**src/rtl/jtkiwi_pcm_pkg.sv**
```systemverilog
// ============================================================================
// Module      : jtkiwi_pcm_pkg
// Description : Shared constants and voice state encoding for the PCM player.
// Revision    : 1.0 - initial release
// ============================================================================
`default_nettype none

package jtkiwi_pcm_pkg;

    localparam logic [1:0] ST_IDLE = 2'd0;
    localparam logic [1:0] ST_PTRL = 2'd1;
    localparam logic [1:0] ST_PTRH = 2'd2;
    localparam logic [1:0] ST_PLAY = 2'd3;

    localparam logic [7:0]  SILENCE  = 8'h80;
    localparam logic [7:0]  TERM     = 8'h00;
    localparam logic [15:0] ADDR_MAX = 16'hFFFF;

    // Unsigned sample to signed offset around the silence level.
    function automatic logic signed [8:0] centre(input logic [7:0] s);
        return $signed({1'b0, s}) - 9'sd128;
    endfunction

endpackage

`default_nettype wire

```
**src/rtl/jtkiwi_pcm_voice.sv**
```systemverilog
// ============================================================================
// Module      : jtkiwi_pcm_voice
// Description : One PCM voice: pointer lookup and byte streaming FSM.
//               Looping is built only with JTKIWI_PCM_LOOP_EN defined.
// Revision    : 1.0 - initial release
// ============================================================================
`default_nettype none

module jtkiwi_pcm_voice
    import jtkiwi_pcm_pkg::*;
#(
    parameter int          IDXW     = 6,
    parameter logic [15:0] TBL_BASE = 16'h90
)(
    input  logic            clk,
    input  logic            rst_n,
    input  logic            trig,
    input  logic [IDXW-1:0] idx,
    input  logic            loop,
    input  logic            fetch,
    input  logic [7:0]      data,
    output logic [15:0]     addr,
    output logic [7:0]      pcm_re,
    output logic            busy
);

    logic [1:0] state, state_nx;
    logic [7:0] lsb;
    logic       last;
    logic       rewind, stop;

`ifdef JTKIWI_PCM_LOOP_EN
    logic        loop_en;
    logic [15:0] start;
    assign rewind = (data == TERM) && loop_en;
`else
    logic unused_loop;
    assign unused_loop = loop;
    assign rewind      = 1'b0;
`endif

    // A byte fetched at ADDR_MAX is played; the following fetch ends the voice.
    assign stop = (data == TERM) ? !rewind : last;

    always_ff @(posedge clk or negedge rst_n) begin
        if (!rst_n) state <= ST_IDLE;
        else        state <= state_nx;
    end

    always_comb begin
        state_nx = state;
        if (trig) begin
            state_nx = ST_PTRL;
        end else if (fetch) begin
            case (state)
                ST_PTRL: state_nx = ST_PTRH;
                ST_PTRH: state_nx = ST_PLAY;
                ST_PLAY: if (stop) state_nx = ST_IDLE;
                default: state_nx = state;
            endcase
        end
    end

    always_comb busy = (state != ST_IDLE);

    always_ff @(posedge clk or negedge rst_n) begin
        if (!rst_n) begin
            addr   <= 16'd0;
            lsb    <= 8'd0;
            last   <= 1'b0;
            pcm_re <= SILENCE;
`ifdef JTKIWI_PCM_LOOP_EN
            loop_en <= 1'b0;
            start   <= 16'd0;
`endif
        end else if (trig) begin
            addr <= TBL_BASE + 16'({idx, 1'b0});
            last <= 1'b0;
`ifdef JTKIWI_PCM_LOOP_EN
            loop_en <= loop;
`endif
        end else if (fetch) begin
            case (state)
                ST_PTRL: begin
                    lsb     <= data;
                    addr[0] <= 1'b1;
                end
                ST_PTRH: begin
                    addr <= {data, lsb};
`ifdef JTKIWI_PCM_LOOP_EN
                    start <= {data, lsb};
`endif
                end
                ST_PLAY: begin
                    if (stop) begin
                        pcm_re <= SILENCE;
`ifdef JTKIWI_PCM_LOOP_EN
                    end else if (data == TERM) begin
                        addr <= start;
                        last <= 1'b0;
`endif
                    end else begin
                        pcm_re <= data;
                        if (addr == ADDR_MAX) last <= 1'b1;
                        else                  addr <= addr + 16'd1;
                    end
                end
                default: ;
            endcase
        end
    end

endmodule

`default_nettype wire

```
**src/rtl/jtkiwi_pcmch.sv**
```systemverilog
// ============================================================================
// Module      : jtkiwi_pcmch
// Description : Multi-voice PCM sequencer: tick divider, shared ROM round
//               sequencer, overrun flag and voice mixer.
//               Optional looping: define JTKIWI_PCM_LOOP_EN.
// Revision    : 1.0 - initial release
// ============================================================================
`default_nettype none

module jtkiwi_pcmch
    import jtkiwi_pcm_pkg::*;
#(
    parameter int          CH       = 2,
    parameter int          IDXW     = 6,
    parameter logic [15:0] TBL_BASE = 16'h90,
    parameter int          DIV      = 3
)(
    input  logic                       clk,
    input  logic                       rst_n,
    input  logic                       sample,
    input  logic [CH-1:0]              trig,
    input  logic [CH*IDXW-1:0]         idx,
    input  logic [CH-1:0]              loop,
    output logic [15:0]                rom_addr,
    output logic                       rom_cs,
    input  logic [7:0]                 rom_data,
    input  logic                       rom_ok,
    output logic                       pcm_cen,
    output logic [CH*8-1:0]            pcm_re,
    output logic signed [8+$clog2(CH):0] mix,
    output logic [CH-1:0]              busy,
    output logic                       overrun
);

    localparam int DW = (DIV > 1) ? $clog2(DIV) : 1;
    localparam int SW = (CH > 1) ? $clog2(CH) : 1;
    localparam int MW = 9 + $clog2(CH);

    localparam logic [1:0] SQ_IDLE  = 2'd0;
    localparam logic [1:0] SQ_PICK  = 2'd1;
    localparam logic [1:0] SQ_FETCH = 2'd2;

    logic [1:0]    sq, sq_nx;
    logic          sample_l, sample_edge;
    logic [DW-1:0] div_cnt;
    logic [CH-1:0] trig_l, trig_ev, pending, live, fetch;
    logic [SW-1:0] cur, pick;
    logic [1:0]    age;
    logic          discard, accept, running;
    logic [15:0]   vaddr [CH];
    logic signed [MW-1:0] mix_nx;

    assign sample_edge = sample & ~sample_l;
    assign trig_ev     = trig & ~trig_l;
    // A voice retriggered this clk must not be picked with its stale address.
    assign live        = pending & ~trig_ev;
    assign running     = (sq == SQ_FETCH) || ((sq == SQ_PICK) && (|pending));

    always_comb begin
        pick = '0;
        for (int i = CH - 1; i >= 0; i--)
            if (live[i]) pick = SW'(i);
    end

    always_ff @(posedge clk or negedge rst_n) begin
        if (!rst_n) sq <= SQ_IDLE;
        else        sq <= sq_nx;
    end

    always_comb begin
        sq_nx = sq;
        case (sq)
            SQ_IDLE:  if (pcm_cen) sq_nx = SQ_PICK;
            SQ_PICK:  if (pcm_cen)    sq_nx = SQ_PICK;
                      else if (|live) sq_nx = SQ_FETCH;
                      else            sq_nx = SQ_IDLE;
            SQ_FETCH: if (pcm_cen || accept) sq_nx = SQ_PICK;
            default:  sq_nx = SQ_IDLE;
        endcase
    end

    // Data is accepted only once the address has been stable for two clks.
    always_comb begin
        rom_cs = (sq == SQ_FETCH);
        accept = (sq == SQ_FETCH) && rom_ok && (age == 2'd2);
        fetch  = '0;
        for (int i = 0; i < CH; i++)
            fetch[i] = accept && !discard && (cur == SW'(i));
    end

    always_ff @(posedge clk or negedge rst_n) begin
        if (!rst_n) begin
            sample_l <= 1'b0;
            div_cnt  <= DW'(DIV - 1);
            pcm_cen  <= 1'b0;
            trig_l   <= '0;
            pending  <= '0;
            cur      <= '0;
            age      <= 2'd0;
            discard  <= 1'b0;
            rom_addr <= 16'd0;
            overrun  <= 1'b0;
        end else begin
            sample_l <= sample;
            trig_l   <= trig;
            pcm_cen  <= sample_edge && (div_cnt == '0);
            if (sample_edge)
                div_cnt <= (div_cnt == '0) ? DW'(DIV - 1) : div_cnt - 1'b1;

            if (pcm_cen) begin
                pending <= busy & ~trig_ev;
                if (running) overrun <= 1'b1;
            end else if ((sq == SQ_PICK) && (|live)) begin
                pending  <= live & ~(CH'(1) << pick);
                cur      <= pick;
                rom_addr <= vaddr[pick];
                age      <= 2'd1;
                discard  <= 1'b0;
            end else begin
                pending <= live;
            end

            if (sq == SQ_FETCH) begin
                if (age != 2'd2)  age <= age + 2'd1;
                if (trig_ev[cur]) discard <= 1'b1;
            end
        end
    end

    generate
        for (genvar g = 0; g < CH; g++) begin : g_voice
            jtkiwi_pcm_voice #(
                .IDXW     (IDXW),
                .TBL_BASE (TBL_BASE)
            ) u_voice (
                .clk    (clk),
                .rst_n  (rst_n),
                .trig   (trig_ev[g]),
                .idx    (idx[g*IDXW +: IDXW]),
                .loop   (loop[g]),
                .fetch  (fetch[g]),
                .data   (rom_data),
                .addr   (vaddr[g]),
                .pcm_re (pcm_re[g*8 +: 8]),
                .busy   (busy[g])
            );
        end
    endgenerate

    always_comb begin
        mix_nx = '0;
        for (int i = 0; i < CH; i++)
            mix_nx = mix_nx + MW'(centre(pcm_re[i*8 +: 8]));
    end

    always_ff @(posedge clk or negedge rst_n) begin
        if (!rst_n) mix <= '0;
        else        mix <= mix_nx;
    end

endmodule

`default_nettype wire
```
**config.mk**
```make
export PLATFORM = sky130hd
export DESIGN_NAME = jtkiwi_pcmch
export DESIGN_NICKNAME = d
export VERILOG_FILES = /design/src/rtl/jtkiwi_pcm_pkg.sv /design/src/rtl/jtkiwi_pcm_voice.sv /design/src/rtl/jtkiwi_pcmch.sv
export SDC_FILE = /design/constraint.sdc
export NUM_CORES = 1
export LEC_CHECK = 0
export BUFFER_PORTS_ARGS = -buffer_cell sky130_fd_sc_hd__buf_4
export CAP_MARGIN = 20
export CORE_MARGIN = 2
export CORE_UTILIZATION = 60
export CTS_BUF_LIST = sky130_fd_sc_hd__clkbuf_4 sky130_fd_sc_hd__clkbuf_8
export DETAILED_ROUTE_END_ITERATION = 10
export PLACE_DENSITY = 0.85
export SYNTH_ARGS = -nofsm -noshare
export SYNTH_HDL_FRONTEND = slang
export SYNTH_SLANG_ARGS = --single-unit
```
**constraint.sdc**
```tcl
create_clock -name clk -period 2.5 [get_ports clk]
set_clock_uncertainty 0.2 [all_clocks]
set_input_delay 0.5 -clock clk [delete_from_list [all_inputs] [get_ports clk]]
set_output_delay 0.5 -clock clk [all_outputs]
set_load 0.01 [all_outputs]
```
==> impl_summary.txt, run 1 <==
----------------------------------------------------
[Cells and area]
  Final standard cell count with taps included and fillers excluded ... 871
  Area growth from synthesis to layout ... 19.24%
  Share of post-route cells with drive strength above 1 ... 23.58%
  Area of the multi-input gates ... 3052 µm²
  Count of filler cells inserted in the layout ... 746
  Area used by sequential logic in the layout ... 2781 µm²
  Final Cell Area ... 7251 µm²
  Net total in the final layout ... 778
  Diode insertion count for antenna repair ... 0

[Setup path]
  Cell at the slowest stage of the critical path ... sky130_fd_sc_hd__or3_1
  Sort of element at the end of the critical path ... flop
  Element type at the critical path start ... flop
  Worst Path Buf+Inv ... 0
  Maximum fanout along the worst path ... 8
  Worst reg2reg endpoint ... g_voice[1].u_voice.lsb[5]
  Setup Crit Path Kind ... flop to flop
  Stage delay of the slowest cell on the critical path ... 0.57 ns
  Logic depth of the worst register-to-register path ... 5
  Cell-by-cell trace of the critical path ... and4bb_1, and2_1, nand2_1, or3_1, mux2_4
  Required time of the critical path ... 2.57 ns
  CP top delay family ... simple AND/OR/NAND/NOR gates
  Reg2Reg Launch Point ... discard
  Data arrival time of the worst path ... 2.36 ns
  Register-to-register path setup slack ... 0.21 ns

[Synthesis]
  Synth area leader ... sky130_fd_sc_hd__dfrtp_1
  Post-synth top area share ... 44.44%
  Cell types with the largest area share after synthesis ... sky130_fd_sc_hd__dfrtp_1 (44%), sky130_fd_sc_hd__o21ai_0 (5.9%), sky130_fd_sc_hd__nand2_1 (5.1%)
  Post-synth net total ... 687
  Part of the Yosys area used for sequential elements ... 45.74%
  Post-synth EDFFs ... 0
  Number of warnings printed during yosys synthesis ... 0
  Seq cells post-synth ... 111
  Synthesized area ... 6081 µm²
  Cell variety after synth ... 64
  Post-synthesis async set-or-reset flop share ... 100.0%
  Synthesized area per cell ... 9.472 µm²
  Synth Instances ... 642
  Main flop type after synthesis ... sky130_fd_sc_hd__dfrtp_1

[Power and ir drop]
  Power density over the cells ... 700.1 nW/µm²
  Worst voltage drop across the vdd grid ... 0.0005081 V
  Leakage Power ... 3.498 nW

[Detailed routing]
  Remaining number of nets flagged by the antenna check after routing ... 0
  DR pass1 iterations ... 5
  Detailed Route Iter0 Violations ... 452
  Routed Wire Length ... 17,070 µm
  Mean number of vias per cell ... 6.351
  WL/cell ... 19.60 µm
  Via count of the routed design ... 5,532
  DRC Markers ... 0

[STA]
  Worst-case setup margin in the final layout ... 0.2144 ns
  Worst Max-Slew Pin Slew ... 0.6515 ns
  Remaining max-slew budget at the tightest pin ... 56.57%
  Fin crit share ... 91.42%
  Final setup violating endpoints ... 0
  Number of hold violations in the final report ... 0
  RSZ-0062 raised after global routing ... no
  Minimum clock period ... 2.286 ns
  Total negative slack for setup checks ... 0 ns
  Fin. max-slew vios ... 0
  FMAX ... 0.4375 GHz

[Clock network]
  Maximum buffer depth of the clock tree ... 2
  Root cell of the clock tree ... sky130_fd_sc_hd__clkbuf_8
  TritonCTS buffer count ... 9
  Clk_lat worst skew ... 0.39 ns
  Clock sinks ... 111
  Hold-fix buffers, CTS ... 1
  TritonCTS clock tree ... done
  Resized cells post-CTS ... 0
  Total number of H-tree levels ... 3
  Post-CTS Setup Inserts ... 0
  Clock-pin slew on the worst setup and hold paths ... 0.11 ns

[Global routing]
  Maximum number of pins on one net before global-route repair ... 48
  Number of global-route vias before repair ... 5,389
  Total global-route track usage ... 32.10%
  Total congestion overflow after global routing ... 0
  First-pass GRT wire length ... 27,750 µm
  Number of antenna violations at the first check in global routing ... 0

[Die]
  Count of boundary I/O pins ... 75
  Die area ... 10,960 µm²
  Initial core utilization ... 61.93%
  Row count ... 36
  Die W ... 104.7 µm
  Overall die height ... 104.7 µm
  Core area ... 9819 µm²

[Run]
  Number of max-capacitance violations reported ... 0

[Min path]
  Path type of the worst min-delay path ... input pin to flop
  Hold Crit Endpoint ... trig_l[1]
  Depth of the worst hold-timing path ... 1
  Hold path start ... trig[1]

[Placement]
  Count of buffers inserted at the top-level ports ... 72
  Placement Cell Area ... 7000 µm²
  Worst slack at placement ... -0.05295 ns
  Placer's final routability congestion estimate ... 0.9553
  Cell total after placement ... 854
  Sum of net half-perimeters after detailed placement ... 12,680 µm

[Run status]
  Run status ... completed

----------------------------------------------------
==> per-layer routing <==
| layer | part of all wire, % | GRT usage (%) | vias to the layer above | wire, µm |
|---|---|---|---|---|
| li1 | - | - | 2519 | - |
| met1 | 39 | 43.88 | 2682 | 6709 |
| met2 | 49 | 51.77 | 297 | 8323 |
| met3 | 9.7 | 7.299 | 34 | 1655 |
| met4 | 2.2 | 8.952 | 0 | 383 |
| met5 | 0 | 0 | - | 0 |
==> worst reg2reg max path, delay by kind of cell (launching register included) <==
kind          cells  cell delay, ns
flops             1            0.44
mux               1            0.39
simple gates      4            1.14
==> power breakdown <==
group / total, mW / internal [mW] / leakage (nW) / switching (mW)
Sequential: 2.45 / 2.14 / 1.46 / 0.312
Clock: 1.30 / 0.675 / 0.124 / 0.620
Combinational: 1.33 / 0.643 / 1.91 / 0.688
==> cell families (layout without fill, tap and decap cells) <==
kind of cell	count (synthesis)	in the layout	synth area share [%]
buffers and inverters	56	152	4.074
AO/OA/AOI/OAI	195	195	20.00
XOR/XNOR	8	8	1.152
adder cells (fa/ha/maj)	17	17	3.621
AND/OR/NAND/NOR	217	217	18.23
multiplexers	38	38	7.181
flip-flops	111	111	45.74
==> registers in the layout, indices dropped and copies added, names as in the netlist, 2 cells and up <==
name and flops:
g_voice.u_voice.lsb 16, pending 2, g_voice.u_voice.pcm_re 16, trig_l 2, mix 10, g_voice.u_voice.state 4
rom_addr 16, age 2, g_voice.u_voice.addr 32, sq 2, div_cnt 2, g_voice.u_voice.last 2
==> layout by cell type (no fill, tap or decap), types with 3 or more instances in the layout <==
cell type	count
sky130_fd_sc_hd__clkbuf_8	9
sky130_fd_sc_hd__o211ai_1	5
sky130_fd_sc_hd__o31ai_1	26
sky130_fd_sc_hd__or2_2	3
sky130_fd_sc_hd__and2_1	9
sky130_fd_sc_hd__o21a_1	4
sky130_fd_sc_hd__nand2_1	83
sky130_fd_sc_hd__nor2b_1	8
sky130_fd_sc_hd__nor3_1	9
sky130_fd_sc_hd__a21oi_1	35
sky130_fd_sc_hd__nor4_1	9
sky130_fd_sc_hd__xnor2_1	6
sky130_fd_sc_hd__a21o_1	5
sky130_fd_sc_hd__o22ai_1	5
sky130_fd_sc_hd__dfstp_2	3
sky130_fd_sc_hd__mux2_4	8
sky130_fd_sc_hd__dfrtp_1	108
sky130_fd_sc_hd__nand2b_1	14
sky130_fd_sc_hd__mux2_2	11
sky130_fd_sc_hd__inv_1	10
sky130_fd_sc_hd__nor2_1	27
sky130_fd_sc_hd__bufinv_16	3
sky130_fd_sc_hd__nand4_1	6
sky130_fd_sc_hd__o21ai_0	72
sky130_fd_sc_hd__o31a_1	5
sky130_fd_sc_hd__a211oi_1	4
sky130_fd_sc_hd__buf_4	123
sky130_fd_sc_hd__ha_1	16
sky130_fd_sc_hd__and3_1	10
sky130_fd_sc_hd__a31oi_1	8
sky130_fd_sc_hd__o311ai_0	8
sky130_fd_sc_hd__nand3_1	22
sky130_fd_sc_hd__mux2i_1	17
==> stage by stage <==
| step | hold WS (ns) | total power, mW | util [%] |
|---|---|---|---|
| global route | 0.002889 | 5.333 | 73.84 |
| finish | 0.02887 | 5.076 | 73.84 |
| detailed placement | 0.2534 | 3.798 | 71.29 |
| CTS | 0.01676 | 5.086 | 73.84 |
| global placement | 0.2450 | 3.706 | 71.29 |
| floorplan | 0.004409 | 3.164 | - |
==> synth_stat cells (3+ instances only) <==
library cell,count
sky130_fd_sc_hd__dfrtp_1,108
sky130_fd_sc_hd__nand2_1,83
sky130_fd_sc_hd__o21ai_0,72
sky130_fd_sc_hd__a21oi_1,35
sky130_fd_sc_hd__clkbuf_1,29
sky130_fd_sc_hd__nor2_1,27
sky130_fd_sc_hd__o31ai_1,26
sky130_fd_sc_hd__nand3_1,22
sky130_fd_sc_hd__mux2i_1,17
sky130_fd_sc_hd__ha_1,16
sky130_fd_sc_hd__nand2b_1,14
sky130_fd_sc_hd__buf_2,12
sky130_fd_sc_hd__mux2_2,11
sky130_fd_sc_hd__and3_1,10
sky130_fd_sc_hd__inv_1,10
sky130_fd_sc_hd__and2_1,9
sky130_fd_sc_hd__nor3_1,9
sky130_fd_sc_hd__nor4_1,9
sky130_fd_sc_hd__a31oi_1,8
sky130_fd_sc_hd__mux2_4,8
sky130_fd_sc_hd__nor2b_1,8
sky130_fd_sc_hd__o311ai_0,8
sky130_fd_sc_hd__nand4_1,6
sky130_fd_sc_hd__xnor2_1,6
sky130_fd_sc_hd__a21o_1,5
sky130_fd_sc_hd__o211ai_1,5
sky130_fd_sc_hd__o22ai_1,5
sky130_fd_sc_hd__o31a_1,5
sky130_fd_sc_hd__a211oi_1,4
sky130_fd_sc_hd__buf_4,4
sky130_fd_sc_hd__o21a_1,4
sky130_fd_sc_hd__dfstp_2,3
sky130_fd_sc_hd__or2_2,3
==> cell type report <==
cell class                 instances  area share, %
tap                              133          2.295
inverter                          10         0.5177
clock inverter                     6          1.501
sequential                       111          38.36
clock buffer                      10          1.812
multi-input combinational        475          42.09
timing repair buffer             126          13.43
==> how the worst max path moves through the flow <==
stage	cells past startpoint	endpoint	from
floorplan	8	g_voice[1].u_voice.addr[4]	g_voice[1].u_voice.addr[0]
global placement	7	g_voice[1].u_voice.addr[4]	rom_data[6]
detailed placement	7	g_voice[1].u_voice.addr[1]	rom_data[6]
CTS	5	g_voice[1].u_voice.lsb[5]	discard
global route	7	g_voice[1].u_voice.addr[14]	g_voice[1].u_voice.addr[1]
finish	5	g_voice[1].u_voice.lsb[5]	discard
(Power assumes the default switching activity.)
==> run 2, diff against run 1 <==
PLACE_DENSITY = 0.8   (was 0.85)
==> run 2 against run 1 <==
Via count down 2.2%. Non-clock buffer count down 1. Count of clock-buffer cells in the layout up 1. Register-to-register slack worse by 0.04 ns. Utilization down 0.66 points. Sequential power about the same. Design area down 0.90%. Clock power down 20%. Routed wire length down 1.2%. Largest cell class unchanged. Power down 6.0%. Hold slack worse by 0.014 ns. Die area unchanged.
==> impl_summary.txt, run 2 (synthesized netlist as in run 1, its figures left out) <==
----------------------------------------------------
[Run status]
  Run status ... completed

[Setup path]
  Sort of element at the end of the critical path ... flop
  Levels on crit path ... 5
  Register-to-register path setup slack ... 0.17 ns
  Capture point of the worst path ... g_voice[0].u_voice.lsb[1]
  Cell at the slowest stage of the critical path ... sky130_fd_sc_hd__dfrtp_1
  Worst Path Buf+Inv ... 1
  Required time of the critical path ... 2.59 ns
  CP top delay family ... simple AND/OR/NAND/NOR gates
  Stage delay of the slowest cell on the critical path ... 0.42 ns
  Data arrival time of the worst path ... 2.42 ns
  Critical path launch point ... sq[0]
  Logic depth of the worst register-to-register path ... 5
  Reg2Reg Launch Point ... sq[0]
  Setup Crit Path Kind ... flop to flop
  Cell-by-cell trace of the critical path ... nand2b_1, nor4b_2, buf_4, nand4_2, mux2_2
  Element type at the critical path start ... flop
  Maximum fanout along the worst path ... 10
  Worst reg2reg endpoint ... g_voice[0].u_voice.lsb[1]

[Cells and area]
  Diode insertion count for antenna repair ... 0
  Final Cell Area ... 7186 µm²
  Biggest register ... g_voice.u_voice.addr
  Count of filler cells inserted in the layout ... 780
  Final standard cell count with taps included and fillers excluded ... 870
  Area growth from synthesis to layout ... 18.17%
  Most common library cell in the layout ignoring fill and taps ... sky130_fd_sc_hd__buf_4
  Share of post-route cells with drive strength above 1 ... 23.47%
  Commonest cells after routing, fill and taps aside ... sky130_fd_sc_hd__buf_4 (122), sky130_fd_sc_hd__dfrtp_1 (108), sky130_fd_sc_hd__nand2_1 (83)
  Net total in the final layout ... 777
  Largest register FFs ... 32

[Die]
  Initial core utilization ... 61.93%
  Row count ... 36
  Die area ... 10,960 µm²
  Count of boundary I/O pins ... 75
  Overall die height ... 104.7 µm
  Die W ... 104.7 µm
  Core area ... 9819 µm²

[Global routing]
  First-pass GRT wire length ... 27,880 µm
  Total congestion overflow after global routing ... 0
  Number of global-route vias before repair ... 5,363
  Maximum number of pins on one net before global-route repair ... 47
  Total global-route track usage ... 32.43%
  Number of antenna violations at the first check in global routing ... 0

[Detailed routing]
  Detailed Route Iter0 Violations ... 339
  WL/cell ... 19.38 µm
  Mean number of vias per cell ... 6.218
  Remaining number of nets flagged by the antenna check after routing ... 0
  Routed Wire Length ... 16,860 µm
  Via count of the routed design ... 5,410
  DR pass1 iterations ... 5
  DRC Markers ... 0

[STA]
  Fin crit share ... 93.16%
  Worst Max-Slew Pin Slew ... 0.6511 ns
  Number of hold violations in the final report ... 0
  FMAX ... 0.4293 GHz
  Final setup violating endpoints ... 0
  Remaining max-slew budget at the tightest pin ... 56.59%
  Minimum clock period ... 2.329 ns
  Fin. max-slew vios ... 0
  Total negative slack for setup checks ... 0 ns
  RSZ-0062 raised after global routing ... no

[Power and ir drop]
  Power density over the cells ... 663.9 nW/µm²
  Part of the total power dissipated in the clock network ... 21.8%
  Proportion of power drawn by combinational gates ... 27.0%
  Leakage Power ... 3.462 nW
  Sequential group share of total power ... 51.2%
  Switching part of the total ... 33.26%
  Worst voltage drop across the vdd grid ... 0.0008128 V
  Cell-internal power ... 3.184 mW
  Net Sw Power ... 1.587 mW

[Clock network]
  TritonCTS clock tree ... done
  Root cell of the clock tree ... sky130_fd_sc_hd__clkbuf_8
  TritonCTS buffer count ... 9
  Clock sinks ... 111
  Post-CTS Setup Inserts ... 0
  Maximum buffer depth of the clock tree ... 2
  Total number of H-tree levels ... 3
  Clock-pin slew on the worst setup and hold paths ... 0.10 ns
  Clk_lat worst skew ... 0.40 ns

[Min path]
  Path type of the worst min-delay path ... input pin to flop

[Placement]
  Placer's final routability congestion estimate ... 0.9676
  Placement Cell Area ... 6993 µm²
  Count of buffers inserted at the top-level ports ... 72
  Sum of net half-perimeters after detailed placement ... 12,510 µm
  Cell total after placement ... 853

[Run]
  Number of max-capacitance violations reported ... 0

----------------------------------------------------
==> run 2: worst min path at each step <==
stage | startpoint | endpoint | slack, ns | cells past startpoint
after floorplan | rst_n | age[0] | 0.004 | 0
after global placement | overrun | overrun | 0.25 | 1
after detailed placement | overrun | overrun | 0.26 | 1
after CTS | sample | sample_l | 0.003 | 1
after global routing | sample | sample_l | 0.0005 | 1
final | sample | sample_l | 0.01 | 1
==> run 2: routing by layer <==
layer	routed length, µm	global-route usage (%)	vias up
met4	272	10.00	0
met3	1221	7.112	27
met2	8233	52.43	210
li1	-	-	2518
met5	0	0	-
met1	7134	43.94	2655
==> run 2: area by class of cell <==
type / instances / area, µm² / share of cell area (%)
timing repair buffer: 125 / 965.9 / 13.44
multi-input combinational: 475 / 3052 / 42.47
sequential: 111 / 2781 / 38.71
tap: 133 / 166.4 / 2.316
clock inverter: 5 / 31.28 / 0.4353
inverter: 10 / 37.54 / 0.5224
clock buffer: 11 / 151.4 / 2.107
==> run 2: repair_timing <==
item,CTS,global route
hold endpoints to repair,43,0
setup endpoints to repair,0,0
hold buffers,1,0
gates resized for setup,0,0
==> run 2: worst reg2reg max path, cell delays in order (launching register included) <==
cell                       delay, ns
sky130_fd_sc_hd__dfrtp_1        0.42
sky130_fd_sc_hd__nand2b_1       0.24
sky130_fd_sc_hd__nor4b_2        0.40
sky130_fd_sc_hd__buf_4          0.25
sky130_fd_sc_hd__nand4_2        0.33
sky130_fd_sc_hd__mux2_2         0.39
==> run 2: power by group through the flow <==
stage	registers [mW]	clock network (mW)	logic, mW
4_1_cts	2.44	1.06	1.29
2_1_floorplan	2.43	0	0.736
5_1_grt	2.49	1.12	1.43
6_report	2.44	1.04	1.29
3_3_place_gp	2.45	0	1.23
3_5_place_dp	2.47	0	1.28
==> run 2: stage by stage <==
stage               hold slack, ns  setup slack [ns]  total power, mW  utilization [%]
floorplan                 0.004409            0.2031            3.164                -
global placement            0.2490          0.006213            3.684            71.22
detailed placement          0.2552          -0.05080            3.751            71.22
CTS                       0.002681            0.1989            4.785            73.18
global route             0.0004952           0.01248            5.041            73.18
finish                     0.01446            0.1709            4.770            73.18
==> run 3, diff against run 2 <==
ABC_AREA = 1   (was default)
CTS_CLUSTER_SIZE = 16   (was default)
==> run 3 against run 2 <==
Clock power rose by 13%. Design area fell by 0.12%. Sequential share of layout area barely moved. Cell count rose by 21%. Maximum frequency rose by 12%. First-iteration DRC count rose by 35%. Critical path depth fell by 2. Die area rose by 3.1%. Sequential power barely moved. Utilization fell by 3.0 points. Area after synthesis rose by 3.2%. Routed wire length fell by 0.28%. Critical endpoint is now busy[1].
==> impl_summary.txt, run 3 <==
----------------------------------------------------
[Clock network]
  Clock-pin slew on the worst setup and hold paths ... 0.11 ns
  Maximum buffer depth of the clock tree ... 2
  Total number of H-tree levels ... 3
  Root cell of the clock tree ... sky130_fd_sc_hd__clkbuf_8
  Clock sinks ... 111
  Clk_lat worst skew ... 0.39 ns
  Resized cells post-CTS ... 0
  TritonCTS buffer count ... 9
  TritonCTS clock tree ... done

[Synthesis]
  Synth Instances ... 846
  Number of warnings printed during yosys synthesis ... 0
  Synthesized area per cell ... 7.418 µm²
  Synthesized area ... 6276 µm²
  Post-synth net total ... 891
  Cell types with the largest area share after synthesis ... sky130_fd_sc_hd__dfrtp_1 (43%), sky130_fd_sc_hd__nand2_1 (18%), sky130_fd_sc_hd__nand3_1 (5.7%)
  Seq cells post-synth ... 111
  Part of the Yosys area used for sequential elements ... 44.32%
  Most numerous cell in the Yosys netlist ... sky130_fd_sc_hd__nand2_1
  Post-synthesis async set-or-reset flop share ... 100.0%
  Post-synth top area share ... 43.06%
  Cell variety after synth ... 36
  Synth area leader ... sky130_fd_sc_hd__dfrtp_1
  Post-synth EDFFs ... 0
  Main flop type after synthesis ... sky130_fd_sc_hd__dfrtp_1
  Top cell types by occurrence after synthesis ... sky130_fd_sc_hd__nand2_1 (307), sky130_fd_sc_hd__dfrtp_1 (108), sky130_fd_sc_hd__nand3_1 (72), sky130_fd_sc_hd__inv_1 (71), sky130_fd_sc_hd__nor2_1 (59)

[Cells and area]
  Biggest register ... g_voice.u_voice.addr
  Net total in the final layout ... 961
  Area of the multi-input gates ... 3032 µm²
  Final standard cell count with taps included and fillers excluded ... 1,057
  Most common library cell in the layout ignoring fill and taps ... sky130_fd_sc_hd__nand2_1
  Area growth from synthesis to layout ... 14.35%
  Count of filler cells inserted in the layout ... 892
  Commonest cells after routing, fill and taps aside ... sky130_fd_sc_hd__nand2_1 (307), sky130_fd_sc_hd__dfrtp_1 (108), sky130_fd_sc_hd__buf_4 (78)
  Share of post-route cells with drive strength above 1 ... 15.09%
  Largest register FFs ... 32
  Diode insertion count for antenna repair ... 0
  Area used by sequential logic in the layout ... 2781 µm²

[Placement]
  Cell total after placement ... 1,040
  Placer's final routability congestion estimate ... 0.9125
  Count of buffers inserted at the top-level ports ... 72
  Sum of net half-perimeters after detailed placement ... 12,530 µm

[Die]
  Die W ... 106.3 µm
  Overall die height ... 106.3 µm
  Die area ... 11,290 µm²
  Initial core utilization ... 61.34%
  Count of boundary I/O pins ... 75
  Core area ... 10,230 µm²
  Row count ... 37

[Detailed routing]
  WL/cell ... 15.91 µm
  Detailed Route Iter0 Violations ... 456
  Mean number of vias per cell ... 5.558
  DRC Markers ... 0
  Remaining number of nets flagged by the antenna check after routing ... 0
  Routed Wire Length ... 16,810 µm
  DR pass1 iterations ... 7
  Via count of the routed design ... 5,875

[Setup path]
  Worst Path Buf+Inv ... 2
  Cell at the slowest stage of the critical path ... sky130_fd_sc_hd__dfrtp_1
  Required time of the critical path ... 1.80 ns
  CP top delay family ... flip-flops
  Register-to-register path setup slack ... 0.48 ns
  Stage delay of the slowest cell on the critical path ... 0.45 ns
  Cell-by-cell trace of the critical path ... nor2_1, inv_1, buf_4
  Maximum fanout along the worst path ... 5
  Setup Crit Path Kind ... flop to output pin
  Sort of element at the end of the critical path ... output pin
  Data arrival time of the worst path ... 1.38 ns
  Element type at the critical path start ... flop

[STA]
  FMAX ... 0.4806 GHz
  Total negative slack for setup checks ... 0 ns
  Minimum clock period ... 2.081 ns
  Worst Max-Slew Pin Slew ... 0.5498 ns
  Remaining max-slew budget at the tightest pin ... 63.21%
  RSZ-0062 raised after global routing ... no
  Fin. max-slew vios ... 0
  Final setup violating endpoints ... 0
  Fin crit share ... 83.23%
  Number of hold violations in the final report ... 0

[Power and ir drop]
  Net Sw Power ... 1.772 mW
  Worst voltage drop across the vdd grid ... 0.0004053 V
  Power density over the cells ... 698.3 nW/µm²
  Proportion of power drawn by combinational gates ... 27.8%
  Leakage Power ... 3.766 nW
  Switching part of the total ... 35.37%
  Cell-internal power ... 3.239 mW
  Sequential group share of total power ... 48.6%
  Part of the total power dissipated in the clock network ... 23.6%

[Run status]
  Run status ... completed

[Global routing]
  Number of global-route vias before repair ... 5,607
  First-pass GRT wire length ... 27,590 µm
  Number of antenna violations at the first check in global routing ... 0
  Total global-route track usage ... 31.48%
  Total congestion overflow after global routing ... 0
  Maximum number of pins on one net before global-route repair ... 44

[Run]
  Number of max-capacitance violations reported ... 0

[Min path]
  Path type of the worst min-delay path ... input pin to flop

----------------------------------------------------
==> run 3: changes by cell type after synthesis, sizes merged, moves of 17 or more <==
cell / previous run / this run
nand2: 83 / 314
inv: 10 / 80
nand3: 22 / 75
nor2: 28 / 70
clkbuf: 29 / 3
o31ai: 26 / 2
mux2: 21 / 0
mux2i: 17 / 0
==> run 3: worst paths after layout <==
kind,start,to,cells past startpoint
worst min register to register,g_voice[0].u_voice.lsb[4],g_voice[0].u_voice.lsb[4],2
max in group asynchronous,rst_n,div_cnt[1],3
worst max-delay path,g_voice[1].u_voice.state[0],busy[1],3
min in group asynchronous,rst_n,g_voice[0].u_voice.addr[13],2
worst min-delay path,trig[1],trig_l[1],1
worst max register to register,trig_l[0],rom_addr[15],8
==> run 3: timing repair <==
item / CTS / global route
setup endpoints to repair: 0 / 0
hold buffers: 1 / 0
hold endpoints to repair: 28 / 0
buffers inserted: 0 / 0
==> run 3: power groups by stage <==
stage	logic [mW]	registers, mW	clock network [mW]
2_1_floorplan	0.815	2.43	0
3_3_place_gp	1.34	2.45	0
3_5_place_dp	1.39	2.46	0
4_1_cts	1.40	2.43	1.20
5_1_grt	1.55	2.47	1.26
6_report	1.39	2.43	1.18
==> run 3: per-stage QoR <==
| step | instance area (µm²) | util [%] | power (mW) | hold WS (ns) | setup slack (ns) |
|---|---|---|---|---|---|
| after floorplan | 6276 | - | 3.242 | 0.004409 | 0.7046 |
| after global placement | 6953 | 67.96 | 3.794 | 0.2644 | 0.3094 |
| after detailed placement | 6953 | 67.96 | 3.849 | 0.2836 | 0.2749 |
| after CTS | 7177 | 70.15 | 5.020 | 0.007416 | 0.4151 |
| after global routing | 7177 | 70.15 | 5.282 | 0.004017 | 0.2882 |
| final | 7177 | 70.15 | 5.011 | 0.01866 | 0.4193 |
==> run 3: final cells by class <==
cell class	instances	share of cell area (%)
Sequential cell	111	38.76
Inverter	81	4.236
Multi-Input combinational cell	630	42.24
Clock buffer	13	2.319
Timing Repair Buffer	83	9.414
Tap cell	136	2.371
Clock inverter	3	0.6625
==> run 3: kinds of logic (layout without fill, tap and decap cells) <==
family	count (synthesis)	after routing	synth area share, %
AO/OA/AOI/OAI	122	122	10.37
XOR/XNOR	12	12	1.675
adder cells (fa/ha/maj)	17	17	3.509
buffers and inverters	105	180	7.376
flip-flops	111	111	44.32
AND/OR/NAND/NOR	479	479	32.76
==> run 3: metal layers <==
metal	up-vias	wire length (µm)	global-route usage, %
met5	-	0	0
met3	37	1008	4.231
li1	2854	-	-
met1	2771	7369	42.96
met2	213	8103	52.38
met4	0	333	10.06
